**src/rtl/memory_stage.sv**
```systemverilog
// Memory pipeline stage: pass-through for ALU ops, blocking request/ack handshake for LOAD/STORE
// with a bounded wait and a sticky timeout flag.
module memory_stage #(
  parameter int unsigned TIMEOUT_CYCLES = 16
) (
  input  logic        clk,
  input  logic        reset,
  input  logic [3:0]  control_in,
  input  logic [15:0] result_in,
  input  logic [15:0] store_data_in,
  input  logic [4:0]  dest_index_in,
  input  logic        write_en_in,
  input  logic [15:0] mem_rdata,
  input  logic        mem_ack,
  output logic        stall,
  output logic        mem_req,
  output logic        mem_we,
  output logic [15:0] mem_addr,
  output logic [15:0] mem_wdata,
  output logic [15:0] wb_data,
  output logic [4:0]  wb_dest,
  output logic        wb_write_en,
  output logic [3:0]  wb_control,
  output logic        mem_err
);

  localparam logic [3:0] OpLoad  = 4'b1100;
  localparam logic [3:0] OpStore = 4'b1110;
  localparam logic [3:0] OpNop   = 4'b0000;
  localparam logic [7:0] WaitLast = 8'(TIMEOUT_CYCLES - 1);

  typedef enum logic [1:0] {StIdle, StAccess, StDone} state_e;

  state_e      state_q;
  logic [7:0]  wait_cnt_q;
  logic [4:0]  cap_dest_q;
  logic        cap_we_q;
  logic        cap_store_q;
  logic        mem_req_q, mem_we_q, mem_err_q;
  logic [15:0] mem_addr_q, mem_wdata_q, wb_data_q;
  logic [4:0]  wb_dest_q;
  logic        wb_write_en_q;
  logic [3:0]  wb_control_q;
  logic        is_mem;

  assign is_mem = (control_in == OpLoad) || (control_in == OpStore);
  assign stall  = ((state_q == StIdle) && is_mem) || (state_q == StAccess);

  assign mem_req     = mem_req_q;
  assign mem_we      = mem_we_q;
  assign mem_addr    = mem_addr_q;
  assign mem_wdata   = mem_wdata_q;
  assign wb_data     = wb_data_q;
  assign wb_dest     = wb_dest_q;
  assign wb_write_en = wb_write_en_q;
  assign wb_control  = wb_control_q;
  assign mem_err     = mem_err_q;

  always_ff @(posedge clk) begin
    if (reset) begin
      state_q       <= StIdle;
      wait_cnt_q    <= 8'd0;
      cap_dest_q    <= 5'd0;
      cap_we_q      <= 1'b0;
      cap_store_q   <= 1'b0;
      mem_req_q     <= 1'b0;
      mem_we_q      <= 1'b0;
      mem_err_q     <= 1'b0;
      mem_addr_q    <= 16'd0;
      mem_wdata_q   <= 16'd0;
      wb_data_q     <= 16'd0;
      wb_dest_q     <= 5'd0;
      wb_write_en_q <= 1'b0;
      wb_control_q  <= OpNop;
    end else begin
      unique case (state_q)
        StIdle: begin
          if (is_mem) begin
            mem_req_q     <= 1'b1;
            mem_we_q      <= (control_in == OpStore);
            mem_addr_q    <= result_in;
            mem_wdata_q   <= store_data_in;
            cap_dest_q    <= dest_index_in;
            cap_we_q      <= write_en_in;
            cap_store_q   <= (control_in == OpStore);
            wait_cnt_q    <= 8'd0;
            wb_write_en_q <= 1'b0;
            wb_control_q  <= OpNop;
            state_q       <= StAccess;
          end else begin
            wb_data_q     <= result_in;
            wb_dest_q     <= dest_index_in;
            wb_write_en_q <= write_en_in;
            wb_control_q  <= control_in;
          end
        end
        StAccess: begin
          // An ack on the final wait cycle still completes the access normally.
          if (mem_ack) begin
            mem_req_q <= 1'b0;
            mem_we_q  <= 1'b0;
            state_q   <= StDone;
            if (cap_store_q) begin
              wb_write_en_q <= 1'b0;
              wb_control_q  <= OpStore;
            end else begin
              wb_data_q     <= mem_rdata;
              wb_dest_q     <= cap_dest_q;
              wb_write_en_q <= cap_we_q;
              wb_control_q  <= OpLoad;
            end
          end else if (wait_cnt_q == WaitLast) begin
            mem_req_q     <= 1'b0;
            mem_we_q      <= 1'b0;
            mem_err_q     <= 1'b1;
            wb_write_en_q <= 1'b0;
            wb_control_q  <= OpNop;
            state_q       <= StDone;
          end else begin
            if (wait_cnt_q != 8'hFF) begin
              wait_cnt_q <= wait_cnt_q + 8'd1;
            end
            wb_write_en_q <= 1'b0;
            wb_control_q  <= OpNop;
          end
        end
        StDone: begin
          wb_write_en_q <= 1'b0;
          wb_control_q  <= OpNop;
          state_q       <= StIdle;
        end
        default: state_q <= StIdle;
      endcase
    end
  end

endmodule

```
**config.mk**
```make
export PLATFORM = sky130hd
export DESIGN_NAME = memory_stage
export DESIGN_NICKNAME = d
export VERILOG_FILES = /design/src/rtl/memory_stage.sv
export SDC_FILE = /design/constraint.sdc
export NUM_CORES = 1
export LEC_CHECK = 0
export CORE_MARGIN = 5
export CORE_UTILIZATION = 50
export DETAILED_ROUTE_END_ITERATION = 7
export DONT_BUFFER_PORTS = 1
export PLACE_DENSITY = 0.72
export SETUP_SLACK_MARGIN = 0.02
export SYNTH_ARGS = -nofsm -noshare
export SYNTH_HDL_FRONTEND = slang
export SYNTH_SLANG_ARGS = --single-unit
```
**constraint.sdc**
```tcl
create_clock -name clk -period 2.1 [get_ports clk]
set_input_delay 0.42 -clock clk [delete_from_list [all_inputs] [get_ports clk]]
set_output_delay 0.42 -clock clk [all_outputs]
set_load 0.02 [all_outputs]
```
==> results_dict.tcl <==
set metrics [dict create \
    run_status "complete, no violations" \
    placementRows 29 \
    detail_route.vias_per_cell 5.86 \
    critical_path.top_delay_family "buffers and inverters" \
    netlist.area_leader.share_pct 46.5 \
    tightestPinTransition_ns 0.441 \
    crit_buf_inv 3 \
    crit_slowest_cell "dfxtp_2" \
    grt-ovfl-total 0 \
    h-tree-depth 3 \
    post-synth-top-area-cell "dfxtp_1" \
    final.period_utilization_pct 96.2 \
    mapped_avg_cell_area_um2 8.52 \
    hold-worst-slack_ns 0.143 \
    worst_ep_required_time_ns 1.68 \
    critical_path.max_stage_delay_ns 0.35 \
    critPathCaptureType "output pin" \
    critical_path_class "reg2out" \
    overall_routed_net_length_um 8210 \
    gpl.final_weighted_congestion 0.841 \
    setup_viol_count_final 0 \
    ir_worst_vdd_mv 0.742 \
    dieHeight_um 92.0 \
    post_route_cells_drive_above_1_share_pct 8.76 \
    maxSlewViolCount 0 \
    number_of_antenna_violations_at_the_first_check_in_global_routing 0 \
    initial_utilization_pct 52.0 \
    synth_ff_type "dfxtp_1" \
    drc 0 \
    synthTopCellsByCount "nand2_1, dfxtp_1, a21oi_1" \
    synth-edff-count 0 \
    placeableCoreArea_um2 6460 \
    worst_ep_arrival_time_ns 1.60 \
    num_antenna_cells 0 \
    placement.cell_area_um2 3400 \
    final.min_clock_period_ns 2.02 \
    clock_path_buffers 2 \
    maxClockFrequency_mhz 495 \
    syn-cell-area_um2 3360 \
    leakage_nw 1.27 \
    design_power_total_mw 4.82 \
    dp_hpwl_um 5670 \
    clk_root_buffer_cell "clkbuf_8" \
    timing_hold_violations_final 0 \
    first_global_vias 2599 \
    cp-start-kind "flip-flop" \
    layout.nets 450 \
    grt.total_usage_pct 19.0 \
    grt_start_max_net_pins 79 \
    maxSlewHeadroom_pct 70.3 \
    synth.yosys.seq_area_share_pct 46.5 \
    asr_flop_ratio_synth_pct 0 \
    timing.max_cap.violations 0 \
    hold_path.class "in2reg" \
    synth_fp_nets 460 \
    cts_tree "yes" \
    wire_per_inst_um 17.6 \
    dr.first_iter.drc_count 127 \
    antenna_left 0 \
    detailedRoute.firstPassIterationCount 4 \
    postSynthRegisterBits 78 \
    io_buffer_count 0 \
    post-synth-top-count-cell "nand2_1" \
    grt_setup_unrepaired "no" \
    clock_sink_count 78 \
    synth_area_leaders "dfxtp_1, nand2_1, a21oi_1, mux2i_1, a211oi_1" \
    pwr_density_cell_nw_per_um2 1320 \
    clk_pin_slew_ns 0.08 \
    yosysWarnings 0 \
    die_w_um 92.0 \
    cts-buffers-inserted 9 \
    yosys.cell_types.count 42 \
    fin_area_um2 3650 \
    crit_fanout 13 \
    dieArea_um2 8460 \
    clkLatencyLatePin_ns 0.34 \
    fin_tns_setup_ns 0 \
    design.portCount 123 \
    syn_inst 394 \
    clock-skew-final_ns 0.0119 \
    worstPathCellList "inv_1 > ha_4 > nand4b_4 > buf_8 > nand2_1 > buf_4" \
    grt_pass1_wl_um 13000 \
    layout-area-overhead-vs-synth_pct 8.72 \
    detailroute.via_count 2727 \
]
-- worst paths after layout --
path                                    from                    endpoint  slack, ns  depth (start not counted)
setup / recovery     state_q[0]$_SDFFE_PP0P_                       stall       0.08                          6
hold / removal                         reset  mem_wdata[11]$_SDFFE_PP0P_       0.14                          1
setup reg to reg     state_q[0]$_SDFFE_PP0P_  wait_cnt_q[1]$_SDFFE_PP0P_       0.25                          6
hold reg to reg   cap_dest_q[0]$_SDFFE_PP0P_  cap_dest_q[0]$_SDFFE_PP0P_       0.45                          2
-- metal layers --
metal  share of wire, %  GRT usage, %  vias up
li1                   -             -     1354
met4                2.5          8.29        0
met1                 43          23.8     1246
met3                9.1          6.55       19
met5                  0             0        -
met2                 46          29.7      108
-- power breakdown --
group          leakage, nW  internal [mW]  total (mW)  switching (mW)
sequential           0.638           1.75        2.23           0.485
combinational        0.520          0.572        1.35           0.782
clock                0.113          0.700        1.23           0.531
-- logic make-up (layout without fill, tap and decap cells) --
| kind of cell | Yosys count | in the layout | synth area share [%] |
|---|---|---|---|
| AND/OR/NAND/NOR | 156 | 156 | 21.3 |
| multiplexers | 22 | 22 | 6.59 |
| adder cells (fa/ha/maj) | 5 | 5 | 1.86 |
| AO/OA/AOI/OAI | 98 | 98 | 18.9 |
| buffers and inverters | 35 | 29 | 4.77 |
| flip-flops | 78 | 78 | 46.5 |
-- flip-flops by register name (all words and copies together), names as in the netlist --
| register | flops |
|---|---|
| wait_cnt_q | 8 |
| state_q | 2 |
| cap_we_q | 1 |
| cap_store_q | 1 |
| mem_wdata | 16 |
| mem_err | 1 |
| cap_dest_q | 5 |
| wb_write_en | 1 |
| wb_control | 4 |
| mem_we | 1 |
| wb_data | 16 |
| mem_req | 1 |
| mem_addr | 16 |
| wb_dest | 5 |
-- per-stage QoR --
stage / worst slack [ns] / util, % / cells
floorplan: 0.311 / - / 394
global placement: 0.312 / 52.6 / 450
detailed placement: 0.244 / 52.6 / 450
CTS: 0.0226 / 56.1 / 465
global route: 0.0168 / 56.5 / 465
finish: 0.0788 / 56.5 / 465
-- layout by cell type (no fill, tap or decap), drive strengths merged, types with 6 or more instances in the layout --
cell    count
nor2       26
buf         9
mux2i      21
a21oi      48
a211oi     25
nor2b       6
clkbuf     10
a31oi       7
nand2b      6
dfxtp      78
nand2      90
-- cell type report --
class | count | area, um^2
clock buffers | 10 | 138
inverters | 5 | 22.5
well taps | 77 | 96.3
repair buffers | 9 | 87.6
fillers | 604 | 2810
flip-flops and latches | 78 | 1560
multi-input cells | 281 | 1660
clock inverters | 5 | 82.6
-- what timing repair did --
item,4_1_cts,5_1_grt
endpoints found under the setup margin,1,1
hold buffers,0,0
setup buffers,0,0
gates resized for setup,2,6
No activity file was read; power rests on OpenSTA's default activity.
